File: config.mk
export PLATFORM = sky130hd
export DESIGN_NAME = prog_seq_detector
export DESIGN_NICKNAME = d
export VERILOG_FILES = /design/src/rtl/prog_seq_detector.sv
export SDC_FILE = /design/constraint.sdc
export NUM_CORES = 1
export LEC_CHECK = 0
export ABC_CLOCK_PERIOD_IN_PS = 5750
export BUFFER_PORTS_ARGS = -buffer_cell sky130_fd_sc_hd__buf_4
export CORE_UTILIZATION = 45
export CTS_CLUSTER_SIZE = 25
export DETAILED_ROUTE_END_ITERATION = 8
export GPL_TIMING_DRIVEN = 1
export PLACE_DENSITY = 0.74
export SLEW_MARGIN = 5
export SYNTH_ARGS = -nofsm -noshare
export SYNTH_HDL_FRONTEND = slang
export SYNTH_SLANG_ARGS = --single-unit
File: constraint.sdc
create_clock -name clk -period 5.75 [get_ports clk]
set_clock_uncertainty 0.2 [all_clocks]
set_input_delay 0.575 -clock clk [delete_from_list [all_inputs] [get_ports clk]]
set_output_delay 0.575 -clock clk [all_outputs]
set_load 0.05 [all_outputs]
File: src/rtl/prog_seq_detector.sv
// rtl/prog_seq_detector.sv - programmable serial pattern detector with saturating match counter
module prog_seq_detector #(
    parameter int          N           = 8,
    parameter int          CNT_W       = 8,
    parameter logic [N-1:0] DEF_PATTERN = N'(8'b0000_0110),
    parameter int          DEF_LEN     = 4,
    parameter bit          DEF_OVERLAP = 1'b1,
    localparam int         LW          = $clog2(N + 1)
) (
    input  logic             clk,
    input  logic             rst,
    input  logic             x,
    input  logic             in_valid,
    input  logic             cfg_load,
    input  logic [N-1:0]     cfg_pattern,
    input  logic [LW-1:0]    cfg_len,
    input  logic             cfg_overlap,
    input  logic             clr_count,
    output logic             z,
    output logic [CNT_W-1:0] match_count
);

    logic [N-1:0]  hist;
    logic [LW-1:0] fill;
    logic [N-1:0]  pattern;
    logic [LW-1:0] len;
    logic          overlap;

    logic [N-1:0]  hist_new;
    logic [N-1:0]  mask;
    logic          enough;
    logic          hit;
    logic [LW-1:0] fill_inc;
    logic [LW-1:0] len_clamped;

    always_comb begin
        hist_new = {hist[N-2:0], x};
        for (int i = 0; i < N; i++) begin
            mask[i] = (i < int'(len));
        end
        // one extra bit so fill+1 cannot wrap when fill == N
        enough      = ({1'b0, fill} + 1'b1) >= {1'b0, len};
        hit         = in_valid && !cfg_load && (len != '0) && enough &&
                      (((hist_new ^ pattern) & mask) == '0);
        fill_inc    = (fill == LW'(N)) ? fill : fill + 1'b1;
        len_clamped = (cfg_len > LW'(N)) ? LW'(N) : cfg_len;
    end

    always_ff @(posedge clk or posedge rst) begin
        if (rst) begin
            hist    <= '0;
            fill    <= '0;
            pattern <= DEF_PATTERN;
            len     <= LW'(DEF_LEN);
            overlap <= DEF_OVERLAP;
            z       <= 1'b0;
        end else if (cfg_load) begin
            pattern <= cfg_pattern;
            len     <= len_clamped;
            overlap <= cfg_overlap;
            fill    <= '0;
            z       <= 1'b0;
        end else if (in_valid) begin
            hist <= hist_new;
            // non-overlap mode restarts the window so no bit is shared between matches
            fill <= (hit && !overlap) ? '0 : fill_inc;
            z    <= hit;
        end else begin
            z <= 1'b0;
        end
    end

    always_ff @(posedge clk or posedge rst) begin
        if (rst) begin
            match_count <= '0;
        end else if (clr_count) begin
            match_count <= '0;
        end else if (hit && (match_count != '1)) begin
            match_count <= match_count + 1'b1;
        end
    end

endmodule

==> impl_results.md <==
- Status: finished, final reports clean
- Yosys top cell by area: dfrtp_1
- Post-CTS Setup Inserts: 0
- Top-count cell post-synth: dfrtp_1
- Clock Tree Root: clkbuf_8
- DRT Wirelength: 3338 um
- Most common cell on crit path: ha_1
- Relative slew slack: 60.13%
- Setup crit end kind: register
- Data arrival, critical path: 2.72 ns
- DR WL/cell: between 10 and 15 um
- Antenna diodes: 0
- Row count: 22
- R2R Setup Slk: 3.00 ns
- Reg power frac: 49.6%
- Chip Width: 65.10 um
- Post-route ant nets: 0
- Drt pass-1 iters: 4
- GRT Residual Overflow: 0
- Max VDD drop: 0.2369 mV
- Initial antenna violation count: 0
- Clk buf depth: 2
- Setup violators final: 0
- Pwr dens: 274.3 mW/mm^2
- Design area: 0.002132 mm^2
- Startpoint Class: register
- Clock share of power: ~33%
- Fin worst setup slack: 2.999 ns
- Dpl cells: 236
- Top-Level Pins: 28
- DR vias: 1320
- Hold WS: 0.1772 ns
- Critical path type: register to register
- Core Box Area: around 0.0037 mm^2
- Post_cts resized: 0
- Final Hold Vio Count: 0
- Synth area leaders: dfrtp_1 41%, mux2_2 11%, dfstp_2 5.9%
- DR DRC count: 0
- Worst path max stage delay: 0.46 ns
- Synth Register Bits: 33
- WP data required: between 5 and 6 ns
- Max-slew violations: 0
- TritonCTS clock tree: done
- Ys Warns: 0
- Sequential area share after synthesis: 46.37%
- Num CTS Buffers: 5
- Number of global-route vias before repair: 1295
- Post-Syn Instances: 166
- Post-synth cell types: 36
- Total design power: between 0.5 and 0.6 mW
- Post-route minimum period: 2.751 ns
- NumNets Final: 221
- Cell Area, Placed: just over 0.002 mm^2
- Hold-fix buffers, CTS: 0
- Clk_lat worst skew: 0.29 ns
- Mapped Area: 0.001792 mm^2
- Top-area cell type share of the netlist area: 40.50%
- Ys async rst share: between 90% and 100%
- Final core utilization: 56.95%
- Worst-path cell chain: ha_1 -> xor2_1 -> ha_1 -> nand2_1 -> o211ai_1 -> nand4b_4 -> nor4_4 -> mux2_1
- Worst slack, placed: 2.988 ns
- Syn Nets: 192
- Ys flop type: dfrtp_1
- Slew @ Worst Pin: between 0.5 and 0.6 ns
- Clock transition at path regs: roughly 0.070 ns
- Sw Ratio: 26.60%
- Pin count of the biggest net entering global routing: 34
- Synth Area per Inst: 10.79 um^2
- Share of cells above drive strength 1: 31.63%
- Combinational share of power: 17.7%
- Crit Path Max Fanout: 12
- Via density: around 5.4
- RSZ-0062 raised after global routing: no
- Non-Filler Instances: 244
- Pleak: 0.9645 nW
- Iteration-0 DRC Markers: 84
- Clk sink count: 33
- Estimated wirelength of the detail-placed design: 2482 um
- Peak Freq: 363.4 MHz
- Worst-path cell with the longest stage delay: dfrtp_1
- Final GP Congestion: 0.7594
- Starting Density: around 48%
- Pint: 0.4292 mW
- Worst hold path class: primary input to async pin
- Sw Pwr: roughly 0.16 mW
- Htree depth: 2
- Final period utilization: 47.85%
- Max-cap violations: 0
- First-pass GRT wire length: about 5700 um
- Die span in y: 65.10 um
- Synth cell count leaders: 29 x dfrtp_1, 18 x mux2_2, 13 x nor2_1, 11 x a21oi_1, 9 x nand2_1
- Area Overhead vs Synth: 18.99%
- Port buffer count: 27
- Setup TNS: 0 ns
- Post-synth EDFFs: 0
- Die ar.: 0.004238 mm^2
- GRT Total Usage: 18.11%
power groups by stage:
stage	Clock (mW)	Combinational, mW	Sequential, mW
after floorplan	0	0.0798	0.287
after global placement	0	0.102	0.292
after detailed placement	0	0.105	0.295
after CTS	0.196	0.106	0.291
after global routing	0.205	0.118	0.294
final	0.191	0.104	0.290
cells by family after synthesis:
group,count (synthesis),synth area share (%)
and+or+nand+nor,53,17.88
DFF,33,46.37
AOI/OAI and AO/OA,27,8.939
muxes,21,13.13
buffers and inverters,14,3.421
xor gates and xnor gates,11,5.377
adders and majority gates,7,4.888
flip-flops by register name, summed over array words and instances, names as in the netlist:
| register | flops |
|---|---|
| match_count | 8 |
| pattern | 8 |
| hist | 7 |
| fill | 4 |
| len | 4 |
| overlap | 1 |
| z | 1 |
routing by layer:
metal	vias up	global-route usage (%)	part of all wire [%]
met5	-	0	0
met4	0	6.793	1.3
met3	5	6.076	4.9
met2	26	29.69	50
met1	637	22.08	44
li1	652	-	-
cell type report:
| cell class | instances | area [um^2] |
|---|---|---|
| fill | 338 | 1612 |
| multi-input combinational | 119 | 899.6 |
| sequential | 33 | 830.8 |
| timing repair buffer | 28 | 210.2 |
| clock buffer | 7 | 96.34 |
| tap | 48 | 60.06 |
| inverter | 8 | 30.03 |
| clock inverter | 1 | 5.005 |
placed cells by master (no fill, tap or decap), types with 2 or more instances in the layout:
| master | synthesis | final |
|---|---|---|
| a21oi_1 | 11 | 11 |
| o41ai_1 | 2 | 2 |
| nor2_1 | 13 | 13 |
| dfrtp_1 | 29 | 29 |
| inv_1 | 8 | 8 |
| nand2b_1 | 4 | 4 |
| or4_1 | 2 | 2 |
| nor2b_1 | 4 | 4 |
| dfstp_2 | 4 | 4 |
| o21ai_0 | 6 | 6 |
| nand2_1 | 9 | 9 |
| nor3_1 | 3 | 3 |
| mux2_2 | 18 | 18 |
| nor3b_1 | 2 | 2 |
| o22ai_1 | 4 | 4 |
| nand4_1 | 2 | 2 |
| or3_1 | 2 | 2 |
| mux2_1 | 2 | 2 |
| buf_4 | 0 | 28 |
| ha_1 | 7 | 7 |
| xor2_1 | 7 | 7 |
| xnor2_1 | 4 | 4 |
| clkbuf_8 | 0 | 7 |
| nand3_1 | 7 | 7 |
critical path: cells and delay by family (launching register included):
family	cells	cell delay (ns)
fa+ha+maj	2	0.55
compound gates	1	0.27
xor+xnor	1	0.15
flops	1	0.46
simple gates	3	0.66
mux	1	0.34
worst paths after layout:
check / start / to / cells after the start
worst min-delay path: rst / hist[5]$_DFFE_PP0P_ / 3
worst max register to register: fill[0]$_DFFE_PP0P_ / match_count[5]$_DFFE_PP0P_ / 8
max in group asynchronous: rst / pattern[1]$_DFFE_PP1P_ / 3
worst min register to register: pattern[0]$_DFFE_PP0P_ / pattern[0]$_DFFE_PP0P_ / 1
worst max-delay path: fill[0]$_DFFE_PP0P_ / match_count[5]$_DFFE_PP0P_ / 8
min in group clk: cfg_len[3] / len[2]$_DFFE_PP1P_ / 2
(Power assumes the default switching activity.)
